`src/rtl/multicycle_ctrl_if.sv`:
```
// ============================================================================
// Module   : multicycle_ctrl_if
// Purpose  : Control bundle between the multicycle controller and the datapath.
// Revision : 1.0 - initial release
// ============================================================================
`default_nettype none

interface multicycle_ctrl_if;
  logic [31:0] instr;
  logic        Zero;
  logic        ALUSrc;
  logic [3:0]  ALUCtrl;
  logic        RegWrite;
  logic        MemToReg;
  logic        PCSrc;
  logic        loadPC;
  logic        MemRead;
  logic        MemWrite;
  logic        illegal;

  modport master (
    input  instr, Zero,
    output ALUSrc, ALUCtrl, RegWrite, MemToReg, PCSrc, loadPC,
           MemRead, MemWrite, illegal
  );

  modport slave (
    output instr, Zero,
    input  ALUSrc, ALUCtrl, RegWrite, MemToReg, PCSrc, loadPC,
           MemRead, MemWrite, illegal
  );
endinterface

`default_nettype wire

```
`src/rtl/multicycle_ctrl.sv`:
```
// ============================================================================
// Module   : multicycle_ctrl
// Purpose  : IF/ID/EX/MEM/WB sequencer and decoder for the RV32I subset
//            datapath. Optional macro ILLEGAL_TRAP_EN adds a sticky HALT trap.
// Revision : 1.0 - initial release
// ============================================================================
`default_nettype none

module multicycle_ctrl #(
  parameter int MEM_LAT = 1
) (
  input  logic              clk,
  input  logic              rst,
  multicycle_ctrl_if.master bus
);

  localparam logic [3:0] MEM_LAST = 4'(MEM_LAT - 1);

  localparam logic [6:0] OP_R    = 7'b0110011;
  localparam logic [6:0] OP_I    = 7'b0010011;
  localparam logic [6:0] OP_LW   = 7'b0000011;
  localparam logic [6:0] OP_SW   = 7'b0100011;
  localparam logic [6:0] OP_BEQ  = 7'b1100011;

  localparam logic [3:0] ALU_AND = 4'b0000;
  localparam logic [3:0] ALU_OR  = 4'b0001;
  localparam logic [3:0] ALU_ADD = 4'b0010;
  localparam logic [3:0] ALU_SLT = 4'b0100;
  localparam logic [3:0] ALU_XOR = 4'b0101;
  localparam logic [3:0] ALU_SUB = 4'b0110;
  localparam logic [3:0] ALU_SRL = 4'b1000;
  localparam logic [3:0] ALU_SLL = 4'b1001;
  localparam logic [3:0] ALU_SRA = 4'b1010;

  typedef enum logic [2:0] {
    S_IF   = 3'd0,
    S_ID   = 3'd1,
    S_EX   = 3'd2,
    S_MEM  = 3'd3,
`ifdef ILLEGAL_TRAP_EN
    S_WB   = 3'd4,
    S_HALT = 3'd5
`else
    S_WB   = 3'd4
`endif
  } state_t;

  typedef enum logic [2:0] {
    K_NOP = 3'd0,
    K_R   = 3'd1,
    K_I   = 3'd2,
    K_LW  = 3'd3,
    K_SW  = 3'd4,
    K_BEQ = 3'd5
  } kind_t;

  state_t     state;
  state_t     state_nxt;
  logic [3:0] wait_cnt;
  logic [3:0] wait_nxt;

  kind_t      kind_q;
  logic       src_q;
  logic [3:0] alu_q;

  kind_t      dec_kind;
  logic       dec_src;
  logic [3:0] dec_alu;
  logic       dec_legal;

  logic [6:0] opcode;
  logic [2:0] funct3;
  logic       alt;

  logic       alu_src;
  logic [3:0] alu_ctrl;
  logic       reg_write;
  logic       mem_to_reg;
  logic       pc_src;
  logic       load_pc;
  logic       mem_read;
  logic       mem_write;

  logic       unused_instr_bits;

  assign opcode = bus.instr[6:0];
  assign funct3 = bus.instr[14:12];
  assign alt    = bus.instr[30];

  assign unused_instr_bits = ^{bus.instr[31], bus.instr[29:15], bus.instr[11:7]};

  // Shared R/I ALU decode: returns {valid, code}; sub_sel only matters for funct3=000.
  function automatic logic [4:0] alu_decode(input logic [2:0] f3,
                                            input logic       sub_sel,
                                            input logic       sra_sel);
    logic [4:0] r;
    r = 5'b0_0000;
    case (f3)
      3'b000:  r = {1'b1, sub_sel ? ALU_SUB : ALU_ADD};
      3'b001:  r = {1'b1, ALU_SLL};
      3'b010:  r = {1'b1, ALU_SLT};
      3'b100:  r = {1'b1, ALU_XOR};
      3'b101:  r = {1'b1, sra_sel ? ALU_SRA : ALU_SRL};
      3'b110:  r = {1'b1, ALU_OR};
      3'b111:  r = {1'b1, ALU_AND};
      default: r = 5'b0_0000;
    endcase
    return r;
  endfunction

  always_comb begin
    logic [4:0] rd;
    dec_kind  = K_NOP;
    dec_src   = 1'b0;
    dec_alu   = ALU_AND;
    dec_legal = 1'b0;
    rd        = 5'b0_0000;
    case (opcode)
      OP_R: begin
        rd        = alu_decode(funct3, alt, alt);
        dec_legal = rd[4];
        dec_kind  = K_R;
        dec_alu   = rd[3:0];
      end
      OP_I: begin
        // ADDI's immediate may set bit 30; only the shift form reads it.
        rd        = alu_decode(funct3, 1'b0, alt);
        dec_legal = rd[4];
        dec_kind  = K_I;
        dec_src   = 1'b1;
        dec_alu   = rd[3:0];
      end
      OP_LW: begin
        dec_legal = (funct3 == 3'b010);
        dec_kind  = K_LW;
        dec_src   = 1'b1;
        dec_alu   = ALU_ADD;
      end
      OP_SW: begin
        dec_legal = (funct3 == 3'b010);
        dec_kind  = K_SW;
        dec_src   = 1'b1;
        dec_alu   = ALU_ADD;
      end
      OP_BEQ: begin
        dec_legal = (funct3 == 3'b000);
        dec_kind  = K_BEQ;
        dec_alu   = ALU_SUB;
      end
      default: dec_legal = 1'b0;
    endcase
    if (!dec_legal) begin
      dec_kind = K_NOP;
      dec_src  = 1'b0;
      dec_alu  = ALU_AND;
    end
  end

  always_ff @(posedge clk or posedge rst) begin
    if (rst) begin
      state    <= S_IF;
      wait_cnt <= 4'd0;
      kind_q   <= K_NOP;
      src_q    <= 1'b0;
      alu_q    <= ALU_AND;
    end else begin
      state    <= state_nxt;
      wait_cnt <= wait_nxt;
      if (state == S_ID) begin
        kind_q <= dec_kind;
        src_q  <= dec_src;
        alu_q  <= dec_alu;
      end
    end
  end

`ifdef ILLEGAL_TRAP_EN
  logic illegal_q;

  always_ff @(posedge clk or posedge rst) begin
    if (rst) begin
      illegal_q <= 1'b0;
    end else if (state == S_ID && !dec_legal) begin
      illegal_q <= 1'b1;
    end
  end

  assign bus.illegal = illegal_q;
`else
  assign bus.illegal = 1'b0;
`endif

  always_comb begin
    state_nxt  = state;
    wait_nxt   = wait_cnt;
    alu_src    = 1'b0;
    alu_ctrl   = ALU_AND;
    reg_write  = 1'b0;
    mem_to_reg = 1'b0;
    pc_src     = 1'b0;
    load_pc    = 1'b0;
    mem_read   = 1'b0;
    mem_write  = 1'b0;
    case (state)
      S_IF: state_nxt = S_ID;
      S_ID: begin
`ifdef ILLEGAL_TRAP_EN
        state_nxt = dec_legal ? S_EX : S_HALT;
`else
        state_nxt = S_EX;
`endif
      end
      S_EX: begin
        alu_src   = src_q;
        alu_ctrl  = alu_q;
        wait_nxt  = 4'd0;
        state_nxt = (kind_q == K_LW || kind_q == K_SW) ? S_MEM : S_WB;
      end
      S_MEM: begin
        alu_src   = src_q;
        alu_ctrl  = alu_q;
        mem_read  = (kind_q == K_LW);
        mem_write = (kind_q == K_SW);
        if (wait_cnt == MEM_LAST) begin
          wait_nxt  = 4'd0;
          state_nxt = S_WB;
        end else begin
          wait_nxt  = wait_cnt + 4'd1;
        end
      end
      S_WB: begin
        alu_src    = src_q;
        alu_ctrl   = alu_q;
        reg_write  = (kind_q == K_R) || (kind_q == K_I) || (kind_q == K_LW);
        mem_to_reg = (kind_q == K_LW);
        pc_src     = (kind_q == K_BEQ) && bus.Zero;
        load_pc    = 1'b1;
        state_nxt  = S_IF;
      end
`ifdef ILLEGAL_TRAP_EN
      S_HALT: state_nxt = S_HALT;
`endif
      default: state_nxt = S_IF;
    endcase
  end

  assign bus.ALUSrc   = alu_src;
  assign bus.ALUCtrl  = alu_ctrl;
  assign bus.RegWrite = reg_write;
  assign bus.MemToReg = mem_to_reg;
  assign bus.PCSrc    = pc_src;
  assign bus.loadPC   = load_pc;
  assign bus.MemRead  = mem_read;
  assign bus.MemWrite = mem_write;

endmodule

`default_nettype wire

```
`src/flat_wrapper.sv`:
```
// flat-port wrapper written by rule: the top's interface ports become plain ports
module multicycle_ctrl_flat 
#(
  parameter int MEM_LAT = 1
)
  (clk, rst, bus_instr, bus_Zero, bus_ALUSrc, bus_ALUCtrl, bus_RegWrite, bus_MemToReg, bus_PCSrc, bus_loadPC, bus_MemRead, bus_MemWrite, bus_illegal);
  multicycle_ctrl_if bus_i ();
  input  logic clk;
  input  logic rst;
  input wire logic [$bits(bus_i.instr)-1:0] bus_instr;
  input wire logic [$bits(bus_i.Zero)-1:0] bus_Zero;
  output wire logic [$bits(bus_i.ALUSrc)-1:0] bus_ALUSrc;
  output wire logic [$bits(bus_i.ALUCtrl)-1:0] bus_ALUCtrl;
  output wire logic [$bits(bus_i.RegWrite)-1:0] bus_RegWrite;
  output wire logic [$bits(bus_i.MemToReg)-1:0] bus_MemToReg;
  output wire logic [$bits(bus_i.PCSrc)-1:0] bus_PCSrc;
  output wire logic [$bits(bus_i.loadPC)-1:0] bus_loadPC;
  output wire logic [$bits(bus_i.MemRead)-1:0] bus_MemRead;
  output wire logic [$bits(bus_i.MemWrite)-1:0] bus_MemWrite;
  output wire logic [$bits(bus_i.illegal)-1:0] bus_illegal;
  assign bus_i.instr = bus_instr;
  assign bus_i.Zero = bus_Zero;
  assign bus_ALUSrc = bus_i.ALUSrc;
  assign bus_ALUCtrl = bus_i.ALUCtrl;
  assign bus_RegWrite = bus_i.RegWrite;
  assign bus_MemToReg = bus_i.MemToReg;
  assign bus_PCSrc = bus_i.PCSrc;
  assign bus_loadPC = bus_i.loadPC;
  assign bus_MemRead = bus_i.MemRead;
  assign bus_MemWrite = bus_i.MemWrite;
  assign bus_illegal = bus_i.illegal;
  multicycle_ctrl #(.MEM_LAT(MEM_LAT)) u_core (.clk(clk), .rst(rst), .bus(bus_i));
endmodule
```
`config.mk`:
```
export PLATFORM = sky130hd
export DESIGN_NAME = multicycle_ctrl_flat
export DESIGN_NICKNAME = d
export VERILOG_FILES = /design/src/rtl/multicycle_ctrl_if.sv /design/src/rtl/multicycle_ctrl.sv /design/src/flat_wrapper.sv
export SDC_FILE = /design/constraint.sdc
export NUM_CORES = 1
export LEC_CHECK = 0
export CORE_MARGIN = 4
export CORE_UTILIZATION = 42
export CTS_BUF_LIST = sky130_fd_sc_hd__clkbuf_4 sky130_fd_sc_hd__clkbuf_8
export DETAILED_ROUTE_END_ITERATION = 8
export HOLD_SLACK_MARGIN = 0.12
export PLACE_DENSITY = 0.88
export SYNTH_ARGS = -nofsm -noshare
export SYNTH_HDL_FRONTEND = slang
export SYNTH_SLANG_ARGS = --single-unit
export TNS_END_PERCENT = 10
```
`constraint.sdc`:
```
create_clock -name clk -period 1.75 [get_ports clk]
set_input_delay 0.35 -clock clk [delete_from_list [all_inputs] [get_ports clk]]
set_output_delay 0.35 -clock clk [all_outputs]
set_load 0.01 [all_outputs]
```
After elaboration in Yosys (flattened, before gate mapping):

Cells that the tools add are included.
W data, S select, Z words.

* flip-flop bits (word level): 15
* input port bits: 35
* word-level logic and storage cells: 62
* output and inout bits: 12

* equality and inequality tests: 21
* reduce and logical (&&, ||, !) cells: 11
* add/subtract/negate cells: 1
* mux-type cells: 24

Operator list (count)
* $pmux W5 S7: 2
* $eq A3 B3 Y1 const B: 7
* $pmux W4 S4: 1
* $eq A3 B2 Y1 const B: 5
* $pmux W3 S5: 1
* $eq A7 B6 Y1 const B: 2
* $mux W3: 4
* $mux W4: 3
* $pmux W3 S4: 1
* $eq A3 B1 Y1 const B: 3
* $mux W1: 9
* $pmux W4 S2: 1
* $eq A7 B2 Y1 const B: 1
* $eq A7 B5 Y1 const B: 1
* $eq A7 B7 Y1 const B: 1
* $logic_not A3 Y1: 2
* $reduce_or A3 Y1: 2
* $add A4 B1 Y4 const B: 1
* $logic_not A4 Y1: 1
* $pmux W1 S4: 1
* $logic_or A1 B1 Y1: 3
* $mux W2: 1
* $ne A2 B1 Y1 const B: 1
* $reduce_bool A2 Y1: 1
* other kinds (2): 2

Depth between registers and ports, before layout:

Gate-level depths: netlist of run 1.

* depth after elaboration: 4
* depth in mapped cells: 5
* gate-level depth less buffers: 4

Worst setup path before layout of run 1:

OpenSTA, ideal clock, no wires.

* path kind: reg2out
* start point: register u_core.state[0]
* end point: output bus_ALUCtrl[0]
* arrival time: 1264 ps
* path buffers: 0
* data required time: 1400 ps
* setup slack: 136 ps
* stages on the path, launching flop included: 5
* cell sequence: dfrtp_1 -> or3b_1 -> inv_1 -> nor2_1 -> nor2b_1

* longest elaborated chain between the ends: 3
* elaborated cells on any way between the ends: 5
* those cells by class: eq/ne: 3; mux: 1; reduce/logical: 1

RTL lines
* start: declaration: RTL line multicycle_ctrl.sv:57 `state_t state;`
* start signal: assignment: RTL line multicycle_ctrl.sv:167 `state <= state_nxt;`
* $eq A3 B3 Y1 or $eq A3 B2 Y1 (tied branches): RTL line multicycle_ctrl.sv:204 `case (state)`
* $reduce_or A3 Y1 (no line) (*)
* $mux W4 (*): RTL line multicycle_ctrl.sv:204
* end: declaration: RTL line flat_wrapper.sv:13 `output wire logic [$bits(bus_i.ALUCtrl)-1:0] bus_ALUCtrl;`

Mark *: on every way between the ends. The rest lies on a longest branch, timed or not.

Final worst setup path of run 1:

* start point: register u_core.state[0]
* end point: output bus_ALUCtrl[1]

Same word-level chain as after synthesis.

==> metrics.txt, run 1 <==
total CTS buffers 3; Peak VDD IR 0.601 mV; DRT Pass-1 Iters 2; Initial DRC Count 8; Mapped Nets 144; final setup TNS -831 ps; met1 Use GR approximately 15%; Lkg Pwr 0.627 nW; final setup violation count 11; Total Wirelength 2260 um; CP Max Fanout 5; count of flip-flops with a built-in enable after synthesis 0; nets 189; RD Place Congestion 0.727; critical path's slowest cell or3b_4; Synth area leaders dfrtp_1, nand2_1, nor2b_1, o31ai_1, o21ai_0; period utilisation layout 106%; # port buffers 24; Avg Inst Size Synth slightly above 9 um^2; CTS tree done; share of the synthesized area in the top cell type 38.4%; initial antenna violation count 0; die span in x 56.3 um; total grt overflow 0; final hold violations 0; Synth Instances 107; final worst slack -109 ps; cell area after synthesis 978 um^2; Finished Layout Cells 179; most common cell after layout, fill and taps aside buf_4; CP Cell Sequence or3b_4, inv_2, nor2_4, nor2b_1, buf_2; Core Region 2210 um^2; Ys Warns 0; Inserted Diodes 0; vias in the first global route 946; Worst R2R Setup Slack 280 ps; CTS H-tree lvls 1; Clk Latency, worst-skew pair 280 ps; Yosys cell types 36; M2 GR Usage 30.4%; Hold Slack 408 ps; fmax approximately 540 MHz; most frequent cells in the layout buf_4, nand2_1, dfrtp_1; Die H 56.3 um; first-pass GRT wire length 3910 um; dpl ws -239 ps; CP endpoint kind output port; Vias/cell 5.17; register area share after synthesis 38.4%; Hold WC Path Type input port to async pin; die outline area 3170 um^2; Max clock buf depth 2; clk root buf clkbuf_4; Starting Density 44.2%; dpl hpwl 1880 um; GR peak layer met2; P per Cell Area 809 nW/um^2; antenna-violating nets left 0; area grow syn2layout 40.5%; Rel. slew slack 63.3%; crit path launch type flip-flop; clock slew at reported path FFs 90 ps; MaxCap Viol Count 0; Row Count 17; WL/cell about 13 um; clock sinks 15; RSZ-0062 raised after global routing yes; fin crit period 1860 ps; status complete, but fails checks; violated checks setup timing; final total power 1.11 mW; CP Class flip-flop to output port; crit-path max cell delay roughly 410 ps; Synth Flop Type dfrtp_1; Tot GR Track Use 15.4%; Yosys reg bits 15; Final Max Slew Viols 0; largest net degree at the start of global routing 17; I/O pins 47; cell count after placement about 170; clk_skew 1.22 ps; Worst EP arrival roughly 1500 ps; critical path required time 1400 ps; DRC 0; via count approximately 900; M3 GR Usage under 10%; asr flop ratio synth 100%; worst-margin pin slew 550 ps; area leader, netlist dfrtp_1; layout cell share with drive strength beyond 1 a little under a third
[through the flow]
step           util (%)  instance area, um^2
6_report           62.2                 1380
5_1_grt            62.2                 1380
4_1_cts            61.4                 1360
3_5_place_dp       61.8                 1370
3_3_place_gp       61.8                 1370
2_1_floorplan         -                  978
[worst paths after layout]
| kind | start | endpoint | cells past startpoint |
|---|---|---|---|
| worst min-delay path | rst | u_core.alu_q[0] | 2 |
| min in group clk | u_core.alu_q[0] | u_core.alu_q[0] | 2 |
| worst max register to register | u_core.state[1] | u_core.wait_cnt[2] | 6 |
| worst min register to register | u_core.alu_q[0] | u_core.alu_q[0] | 2 |
| worst max-delay path | u_core.state[0] | bus_ALUCtrl[1] | 5 |
| max in group asynchronous | rst | u_core.state[0] | 2 |
[synthesized netlist by cell type, types with 3 or more instances]
cell / instances
o21ai_0: 7
nor3_1: 4
nor2b_1: 6
nand2_1: 15
nand2b_1: 4
inv_1: 6
o31ai_1: 5
nor2_1: 7
a21oi_1: 3
dfrtp_1: 15
buf_4: 3
[repair_timing]
action / CTS / global route
buffers inserted: 0 / 1
pin swaps: 0 / 1
hold buffers: 0 / 0
gates resized for setup: 40 / 3
endpoints found under the setup margin: 11 / 11
[power by group]
| group | internal [mW] | switching [mW] | leakage [nW] | total [mW] |
|---|---|---|---|---|
| Clock | 0.0848 | 0.112 | 0.0177 | 0.197 |
| Sequential | 0.380 | 0.0216 | 0.206 | 0.402 |
| Combinational | 0.244 | 0.270 | 0.403 | 0.514 |
[cells by family after synthesis]
kind of cell | synth area share [%]
simple gates | 31.1
compound gates | 21.9
flops | 38.4
buf+inv | 4.60
fa+ha+maj | 2.56
mux | 1.15
other cells | 0.383
[critical path, delay by kind of cell (launching register included)]
family	cells	cell delay [ps]
DFF	1	400
buffers and inverters	2	240
and+or+nand+nor	3	590
[flip-flops by register name (all words and copies together) (netlist names)]
register,cells
u_core.kind_q,3
u_core.src_q,1
u_core.state,3
u_core.wait_cnt,4
u_core.alu_q,4
[per-layer routing]
layer / vias up / wire [um]
met5: - / 0
met4: 0 / 24
met3: 4 / 87
met2: 15 / 1300
met1: 435 / 852
li1: 471 / -
[final cells by class]
cell class / count / area (um^2)
fill: 202 / 837
multi-input combinational: 83 / 577
sequential: 15 / 375
timing repair buffer: 43 / 338
tap: 28 / 35.0
clock buffer: 3 / 22.5
inverter: 6 / 22.5
clock inverter: 1 / 5.00
(Power assumes the default switching activity.)
==> run 2: changes to the inputs <==
- MAX_ROUTING_LAYER: not set -> met4
- SKIP_LAST_GASP: not set -> 1
==> metrics.txt, run 2 (synthesis gave the netlist of run 1 again) <==
clock slew at reported path FFs 90 ps (about the same); die span in x 56.3 um (unchanged); Clk Latency, worst-skew pair 280 ps (about the same); worst-margin pin slew 553 ps (+2.69 ps); clk_skew 2.21 ps (+0.992 ps); final total power 1.10 mW (-1.6%); CP Class flip-flop to output port; most common cell after layout, fill and taps aside buf_4; DRT Pass-1 Iters 2 (unchanged); vias in the first global route 938 (-0.85%); CP endpoint kind output port; Hold Slack 409 ps (+0.967 ps); setup repair bufs after CTS 0 (unchanged); crit-path max cell delay 410 ps (about the same); RSZ-0062 raised after global routing yes; Psw 0.398 mW (-1.4%); crit path launch type flip-flop; Vias/cell 5.19 (+0.45%); Worst R2R Setup Slack 250 ps (-30 ps); Rel. slew slack 63.1% (-0.18 points); reg-to-reg endpoint u_core.wait_cnt[2]; Lkg Pwr 0.624 nW (-0.42%); fin crit period 1880 ps (+17.6 ps); largest net degree at the start of global routing 17 (unchanged); via count 924 (-0.11%); Clock power frac 17.9% (+0.2 points); I/O pins 47 (unchanged); Initial DRC Count 8 (unchanged); CP Max Fanout 2 (-3); clock sinks 15 (unchanged); Crit path max-delay family buffers and inverters; most frequent cells in the layout buf_4, nand2_1, dfrtp_1; # port buffers 24 (unchanged); DRC 0 (unchanged); critical path required time 1400 ps (about the same); sw frac 36.3% (+0.058 points); CTS H-tree lvls 1 (unchanged); total grt overflow 0 (unchanged); first-pass GRT wire length 3850 um (-1.6%); status complete, but fails checks; worst r2r path cells 6 (unchanged); critical path's slowest cell or3b_4; Final Max Slew Viols 0 (unchanged); area grow syn2layout 39.8%; Reg power frac 36.7% (+0.6 points); Starting Density 44.2% (unchanged); fmax 533 MHz (-0.94%); Reg area 375 um^2 (unchanged); Max clock buf depth 2 (unchanged); layout cell share with drive strength beyond 1 28.7% (-1.8 points); final setup violation count 11 (unchanged); WL/cell 12.5 um (-1.2%); Comb pwr share 45.4% (-0.8 points); Hold WC Path Type input port to async pin; Core Region 2210 um^2 (unchanged); Placed Area 1370 um^2 (unchanged); Reg-to-Reg Start u_core.state[1]; RD Place Congestion 0.735 (+1.2%); CP Cell Sequence or3b_4, inv_2, buf_4, dlygate4sd2_1; Finished Core Util 61.8% (-0.34 points); Peak VDD IR 0.600 mV (-0.30%); initial antenna violation count 0 (unchanged); final hold violations 0 (unchanged); final instance area 1370 um^2 (-0.55%); Largest regs u_core.alu_q: 4 flops, u_core.wait_cnt: 4 flops; CTS tree done; P per Cell Area 801 nW/um^2 (-1.1%); Total Wirelength 2220 um (-1.7%); total CTS buffers 3 (unchanged); internal power 0.697 mW (-1.7%); Worst EP arrival 1530 ps (+20 ps); antenna-violating nets left 0 (unchanged); dpl hpwl 1880 um (unchanged); period utilisation layout 107% (+1.0 points); nets 188 (-0.53%); final worst slack -126 ps (-17.6 ps); die outline area 3170 um^2 (unchanged); Tot GR Track Use 15.6% (+0.18 points); violated checks setup timing; Row Count 17 (unchanged); worst path buffer plus inverter count 3 (+1); Fillers 200 (-0.99%); MaxCap Viol Count 0 (unchanged); clk root buf clkbuf_4; Multi-input gate area 576 um^2 (-0.22%); Inserted Diodes 0 (unchanged); Die H 56.3 um (unchanged)
-- run 2: cell count changes in the layout (fill, tap and decap cells not counted), sizes merged --
cell and change:
buf -2, dlygate4sd2 +1
-- run 2: worst max-delay path by stage --
stage | cells past startpoint | to | from | slack [ps]
after CTS | 4 | bus_RegWrite | u_core.state[1] | -110
after floorplan | 4 | bus_ALUCtrl[0] | u_core.state[0] | 140
after detailed placement | 5 | bus_ALUCtrl[1] | u_core.state[1] | -240
final | 4 | bus_loadPC | u_core.state[0] | -130
after global routing | 5 | bus_ALUCtrl[1] | u_core.state[0] | -190
after global placement | 5 | bus_ALUCtrl[2] | u_core.state[1] | -220
-- run 2: timing repair --
item	4_1_cts	5_1_grt
gates resized for setup	38	3
hold buffers	0	0
pin swaps	0	1
setup endpoints to repair	11	11
cloned	0	0
-- run 2: area by class of cell --
cell class	instances	share of cell area (%)
Sequential cell	15	27.4
Clock inverter	1	0.366
Multi-Input combinational cell	83	42.1
Tap cell	28	2.56
Inverter	6	1.65
Clock buffer	3	1.65
Timing Repair Buffer	42	24.2
-- run 2: power groups by stage --
stage	clock network [mW]	registers [mW]	logic [mW]
finish	0.196	0.402	0.497
global placement	0	0.403	0.456
detailed placement	0	0.408	0.479
floorplan	0	0.427	0.234
global route	0.228	0.408	0.548
CTS	0.207	0.402	0.487
-- run 2: layer usage --
metal	wire [um]	global-route usage, %
met5	0	-
met4	24	5.76
met3	82	3.68
met2	1270	29.9
met1	843	15.0
-- run 2: through the flow --
| step | setup slack, ps | setup TNS [ps] | instances |
|---|---|---|---|
| 2_1_floorplan | 136 | 0 | 107 |
| 3_3_place_gp | -222 | -1890 | 174 |
| 3_5_place_dp | -239 | -2430 | 174 |
| 4_1_cts | -112 | -860 | 178 |
| 5_1_grt | -194 | -1820 | 178 |
| 6_report | -126 | -786 | 178 |
==> run 3: changes to the inputs <==
- CAP_MARGIN: not set -> 20
==> results of run 3 <==
Final layout, timing and power as in run 2 (identical DEF).
